File: src/rtl/mem_resp_pkg.sv
// Shared types and constants for the memory responder: FSM states, MMIO map, wait-counter width.
package mem_resp_pkg;

    typedef enum logic [1:0] {
        S_IDLE   = 2'd0,
        S_WAIT   = 2'd1,
        S_ACCESS = 2'd2
    } state_t;

    localparam logic [7:0] MMIO_OUT_ADDR = 8'hFF;
    localparam logic [7:0] MMIO_IN_ADDR  = 8'hFE;

    localparam int unsigned WC_W = 4;

endpackage

File: src/rtl/mem_store.sv
// Byte store for the responder: synchronous write, combinational read, contents never cleared.
module mem_store #(
    parameter int ADDR_W = 8,
    parameter int DATA_W = 8
) (
    input  logic              clock,
    input  logic              we,
    input  logic [ADDR_W-1:0] addr,
    input  logic [DATA_W-1:0] wdata,
    output logic [DATA_W-1:0] rdata
);

    logic [DATA_W-1:0] mem [2**ADDR_W];

    always_ff @(posedge clock) begin
        if (we) begin
            mem[addr] <= wdata;
        end
    end

    assign rdata = mem[addr];

endmodule

File: src/rtl/mem_responder.sv
// MemRead/MemWrite responder with WAIT_CYCLES wait states and a one-cycle ready pulse.
// Define MEM_MMIO_EN to map 0xFF to the io_out register and 0xFE to the sw_in switches.
module mem_responder
    import mem_resp_pkg::*;
#(
    parameter int ADDR_W      = 8,
    parameter int DATA_W      = 8,
    parameter int WAIT_CYCLES = 2
) (
    input  logic              clock,
    input  logic              reset,
    input  logic              MemRead,
    input  logic              MemWrite,
    input  logic [ADDR_W-1:0] address,
    input  logic [DATA_W-1:0] data,
    output logic [DATA_W-1:0] q,
    output logic              ready,
    output logic              busy,
    input  logic [DATA_W-1:0] sw_in,
    output logic [DATA_W-1:0] io_out
);

    state_t            state_q, state_d;
    logic [WC_W-1:0]   count_q, count_d;
    logic [ADDR_W-1:0] addr_q, addr_d;
    logic [DATA_W-1:0] data_q, data_d;
    logic              wr_q, wr_d;
    logic [DATA_W-1:0] q_q, q_d;
    logic              ready_q, ready_d;
    logic              busy_q, busy_d;
    logic              store_we;
    logic [DATA_W-1:0] store_rdata;

`ifdef MEM_MMIO_EN
    logic [DATA_W-1:0] io_q, io_d;
`endif

    mem_store #(
        .ADDR_W(ADDR_W),
        .DATA_W(DATA_W)
    ) u_store (
        .clock (clock),
        .we    (store_we),
        .addr  (addr_q),
        .wdata (data_q),
        .rdata (store_rdata)
    );

    always_ff @(posedge clock or posedge reset) begin
        if (reset) begin
            state_q <= S_IDLE;
            count_q <= '0;
            addr_q  <= '0;
            data_q  <= '0;
            wr_q    <= 1'b0;
            q_q     <= '0;
            ready_q <= 1'b0;
            busy_q  <= 1'b0;
        end else begin
            state_q <= state_d;
            count_q <= count_d;
            addr_q  <= addr_d;
            data_q  <= data_d;
            wr_q    <= wr_d;
            q_q     <= q_d;
            ready_q <= ready_d;
            busy_q  <= busy_d;
        end
    end

    always_comb begin
        state_d  = state_q;
        count_d  = count_q;
        addr_d   = addr_q;
        data_d   = data_q;
        wr_d     = wr_q;
        q_d      = q_q;
        ready_d  = 1'b0;
        busy_d   = busy_q;
        store_we = 1'b0;
`ifdef MEM_MMIO_EN
        io_d     = io_q;
`endif
        case (state_q)
            S_IDLE: begin
                if (MemRead || MemWrite) begin
                    addr_d  = address;
                    data_d  = data;
                    wr_d    = MemWrite; // write wins over a simultaneous read
                    busy_d  = 1'b1;
                    count_d = WC_W'(WAIT_CYCLES);
                    state_d = (WAIT_CYCLES > 0) ? S_WAIT : S_ACCESS;
                end
            end
            S_WAIT: begin
                count_d = count_q - 1'b1;
                if (count_q == WC_W'(1)) begin
                    state_d = S_ACCESS;
                end
            end
            S_ACCESS: begin
                ready_d = 1'b1;
                busy_d  = 1'b0;
                state_d = S_IDLE;
`ifdef MEM_MMIO_EN
                if (addr_q == ADDR_W'(MMIO_OUT_ADDR)) begin
                    if (wr_q) io_d = data_q;
                    else      q_d  = io_q;
                end else if (addr_q == ADDR_W'(MMIO_IN_ADDR)) begin
                    if (!wr_q) q_d = sw_in;
                end else begin
                    if (wr_q) store_we = 1'b1;
                    else      q_d      = store_rdata;
                end
`else
                if (wr_q) store_we = 1'b1;
                else      q_d      = store_rdata;
`endif
            end
            default: state_d = S_IDLE;
        endcase
    end

`ifdef MEM_MMIO_EN
    always_ff @(posedge clock or posedge reset) begin
        if (reset) io_q <= '0;
        else       io_q <= io_d;
    end
    assign io_out = io_q;
`else
    logic unused_sw;
    assign unused_sw = ^sw_in;
    assign io_out    = '0;
`endif

    assign q     = q_q;
    assign ready = ready_q;
    assign busy  = busy_q;

endmodule

File: config.mk
export PLATFORM = sky130hd
export DESIGN_NAME = mem_responder
export DESIGN_NICKNAME = d
export VERILOG_FILES = /design/src/rtl/mem_resp_pkg.sv /design/src/rtl/mem_store.sv /design/src/rtl/mem_responder.sv
export SDC_FILE = /design/constraint.sdc
export NUM_CORES = 2
export LEC_CHECK = 0
export CAP_MARGIN = 20
export CORE_ASPECT_RATIO = 1.5
export CORE_UTILIZATION = 25
export CTS_BUF_LIST = sky130_fd_sc_hd__clkbuf_16
export DETAILED_ROUTE_END_ITERATION = 8
export PLACE_DENSITY = 0.5
export REMOVE_ABC_BUFFERS = 1
export SYNTH_ARGS = -nofsm -noshare
export SYNTH_HDL_FRONTEND = slang
export SYNTH_SLANG_ARGS = --single-unit
File: constraint.sdc
create_clock -name clock -period 3.85 [get_ports clock]
set_input_delay 0.77 -clock clock [delete_from_list [all_inputs] [get_ports clock]]
set_output_delay 0.77 -clock clock [all_outputs]
set_load 0.03 [all_outputs]
After elaboration in Yosys (flattened, before gate mapping)
Memory sizes are Yosys's and may differ from the RTL's. A register that Yosys moved wholly into a read port is not among the register bits. Index checks and enable logic that the tools add are counted.

Bits in registers: 25. Memory bits (writable): 2048. Input bits: 28. Logic and storage cells: 36. Memories kept: 1.

Add/subtract/negate cells: 1. Equal/unequal tests: 5. Multiplexer cells: 12. Bitwise operators: 1. Reductions and logical operators: 9.

Memory list: u_store.mem (words 256, bits a word 8, rd ports 1, clocked after memory_dff 1, wr ports 1, RTL line mem_store.sv:13) `logic [DATA_W-1:0] mem [2**ADDR_W];`.

Operators by type and width (number): AND reduction 2 bit (5); one-hot mux 4 bit (2 select lines) (1); 2-to-1 mux 1 bit (6); equality test 4 x 1 -> 1 bit (second input constant) (1); 2-to-1 mux 2 bit (2); 2-to-1 mux 4 bit (1); inequality test 2 bit (second input constant) (2); one-hot mux 2 bit (2 select lines) (1); nonzero test 2 bit (2); subtractor 4 x 1 -> 4 bit (second input constant) (1); equality test 2 x 1 -> 1 bit (second input constant) (1); equality test 2 bit (second input constant) (1); zero test 2 bit (1); one-hot mux 1 bit (2 select lines) (1); logical OR 1 bit (1); NOT 1 bit (1).

Depth between registers and ports, before layout
Depth after elaboration: 4. Mapped depth: 12.

Cells and area by module
A second synthesis with hierarchy kept.

Cell total of the unflattened synthesis: 3636. Area total of the unflattened synthesis: 79716.5 µm².

Modules (own cells, without submodules): mem_store (instances 1, cells an instance 3539, area each 78332.6 µm²); mem_responder (instances 1, cells an instance 97, area each 1383.8 µm²).

Worst setup path before layout
No wires, ideal clock.

Kind: reg2reg. Start: register data_q[0]. End: memory u_store.mem[0][0] (data pin). Setup time: 0.804 ns. Arrival time: 3.183 ns. Data required time: 3.046 ns. Setup slack: -0.137 ns. Cell stages (with the launch flop): 1. Path buffers: 0. Period minus slack after synthesis: 3.987 ns. Cell sequence: dfrtp_1.

RTL lines: start, declared (RTL line mem_responder.sv:26) `logic [DATA_W-1:0] data_q, data_d;`; start signal, assigned (RTL line mem_responder.sv:63) `data_q <= data_d;`; end, declared (RTL line mem_store.sv:13).

Straight into the memory's write port.

==> flow_summary.json <==
{
  "status": "finished clean",
  "ir_drop_mv": 0.503,
  "wl_um": 238000,
  "hold_class": "input pin to async pin",
  "timing.critical_path.slowest_cell_delay_ns": 0.63,
  "grt_pass1_vias": 42300,
  "timing.hold.ws_ns": 0.391,
  "final_cell_mix": "edfxtp_1 (2048), mux4_2 (484), buf_4 (413), nor2_1 (302), nand2_1 (203)",
  "antenna_found_initial": 6,
  "cp_slowest_cell": "dfrtp_4",
  "endpoint_kind": "register",
  "synth_edf_count": 2048,
  "critPathKind": "register to register",
  "area.growth.synth_to_final_pct": 17.6,
  "p_per_area_nw_per_um2": 724,
  "hold_viol": 0,
  "p_sw_frac": 0.335,
  "synthCells": 3896,
  "skew_ns": 0.0581,
  "switchingPower_w": 0.0231,
  "cts.hold.buffers_added": 0,
  "cts_resized": 1,
  "p_leak_nw": 29.8,
  "wl_per_cell_um": 27.2,
  "period_needed_ns": 3.74,
  "rsz0062_at_grt": "false",
  "dr.pass1.iters": 5,
  "tns_ns": 0,
  "hpwl_um": 156000,
  "multi_input_area_um2": 17400,
  "die_area_um2": 326000,
  "async_flop_share": 0.0159,
  "nets": 4375,
  "drcViolationCount": 0,
  "synth_area_per_cell_um2": 20.8,
  "clock_sinks": 2081,
  "synth_seq_cells": 2081,
  "die_h_um": 699,
  "p_int_w": 0.0458,
  "ant_nets": 0,
  "fillerInstances": 31200,
  "min_period_over_period": 0.971,
  "drive_gt1_frac": 0.276,
  "synth_cell_types": 63,
  "cts_root_buffer": "clkbuf_16",
  "crit_path_cell_trace": "buf_12, and2b_2, buf_4, a22oi_1, a22oi_1, a21oi_1, nor2_2, buf_4, o2111ai_1, o32a_1",
  "arrival_ns": 4.46,
  "crit-reg2reg-launch": "addr_q[0]",
  "cap_violations": 0,
  "cp.required_ns": 4.58,
  "cts_setup_buffers": 0,
  "drv_slew": 0,
  "grt_usage": 0.143,
  "cts-htree-levels": 4,
  "grt_overflow": 0,
  "viasPerCell": 4.64,
  "sequentialPowerShare": 0.427,
  "rows": 255,
  "pwr-share-comb": 0.310,
  "ys.flop_type": "edfxtp_1",
  "core_area_um2": 322000,
  "yosysWarningCount": 0,
  "worst_pin_slew_ns": 1.15,
  "regArea_um2": 62400,
  "mostFrequentLayoutCell": "edfxtp_1",
  "pwr-share-clk": 0.263,
  "synth-seq-area-share": 0.770,
  "die_w_um": 467,
  "ios": 46,
  "place_congestion": 0.831,
  "grt_pass1_wl_um": 333000,
  "startpoint_type": "register",
  "initial_utilization": 0.251,
  "first_iter_violations": 3387,
  "setup_violations": 0,
  "clk_path_buf_depth": 4,
  "clock_latency_ns": 0.87,
  "clock.fmax_mhz": 268,
  "synthesis.area_um2": 80900,
  "crit_start": "addr_q[0]",
  "num_vias": 40500,
  "cts_buffers": 189,
  "grt_max_degree": 133,
  "clkTransAtPathRegs_ns": 0.07,
  "critical_path.max_fanout": 41,
  "tritoncts": "built",
  "io_buffers": 29,
  "relSlewSlack": 0.232
}
state kept, by name, summed over array words and instances (netlist names):
register	count
state_q	2
u_store.mem	2048
q	8
count_q	4
busy	1
addr_q	8
data_q	8
wr_q	1
ready	1
final cells by class:
| type | count | area share |
|---|---|---|
| inverters | 10 | 0.000473 |
| multi-input cells | 1574 | 0.182 |
| flip-flops and latches | 2081 | 0.655 |
| repair buffers | 489 | 0.0455 |
| diodes | 1 | 0.0000263 |
| well taps | 4240 | 0.0558 |
| clock inverters | 138 | 0.00952 |
| clock buffers | 193 | 0.0508 |
worst paths after layout:
| check | slack, ns | endpoint | depth (start not counted) |
|---|---|---|---|
| max | 0.11 | q[7] | 10 |
| min | 0.39 | q[4] | 3 |
| max reg2reg | 0.11 | q[7] | 10 |
| min reg2reg | 0.50 | count_q[3] | 1 |
| max in group asynchronous | 3.00 | addr_q[2] | 3 |
| min in group clock | 0.50 | data_q[5] | 3 |
Yosys cell counts, drive strengths merged, types with 10 or more instances:
cell type | instances | area share
a2111oi | 11 | 0.0012
a211oi | 14 | 0.0013
a21oi | 19 | 0.0012
a221oi | 11 | 0.0012
a22oi | 36 | 0.0033
a31oi | 10 | 0.00077
a32oi | 32 | 0.0035
and3 | 10 | 0.00077
buf | 142 | 0.011
clkbuf | 96 | 0.0045
dfrtp | 33 | 0.010
edfxtp | 2048 | 0.76
mux2 | 13 | 0.0018
mux2i | 164 | 0.020
mux4 | 484 | 0.13
nand2 | 205 | 0.0095
nand3 | 36 | 0.0022
nor2 | 305 | 0.014
nor2b | 18 | 0.0014
nor3 | 12 | 0.00074
o21ai | 46 | 0.0028
o22ai | 39 | 0.0030
power by group through the flow:
stage                     Clock (W)  Combinational [W]  Sequential, W
after floorplan                   0            0.00689         0.0319
after global placement            0             0.0216         0.0299
after detailed placement          0             0.0217         0.0299
after CTS                    0.0185             0.0218         0.0295
after global routing         0.0192             0.0223         0.0295
final                        0.0181             0.0213         0.0294
per-stage QoR:
step / area, um2 / cells / power [W] / util / worst slack (ns)
floorplan: 79700 / 3665 / 0.0388 / - / -13.89
global placement: 89400 / 8394 / 0.0515 / 0.278 / -0.0999
detailed placement: 89400 / 8394 / 0.0517 / 0.278 / -0.0285
CTS: 95200 / 8725 / 0.0697 / 0.296 / 0.122
global route: 95200 / 8726 / 0.0710 / 0.296 / 0.157
finish: 95200 / 8726 / 0.0689 / 0.296 / 0.113
logic make-up after synthesis:
kind of cell	after synthesis	share of synthesized area
flip-flops	2081	0.770
AO/OA/AOI/OAI	275	0.0243
XOR/XNOR	1	0.000108
multiplexers	661	0.157
adder cells (fa/ha/maj)	2	0.000309
other	1	0.0000463
buffers and inverters	248	0.0161
AND/OR/NAND/NOR	627	0.0322
layer usage:
| layer | up-vias | part of all wire | GRT usage |
|---|---|---|---|
| met2 | 1109 | 0.54 | 0.268 |
| met1 | 22100 | 0.38 | 0.165 |
| li1 | 16900 | - | - |
| met3 | 362 | 0.036 | 0.0139 |
| met4 | 2 | 0.043 | 0.0580 |
| met5 | - | 0.000084 | 0 |
critical path: cells and delay by family (launching register included):
kind	cells	cell delay, ns
buf+inv	3	0.91
flops	1	0.63
compound gates	5	1.23
simple gates	2	0.78
(Power assumes the default switching activity.)
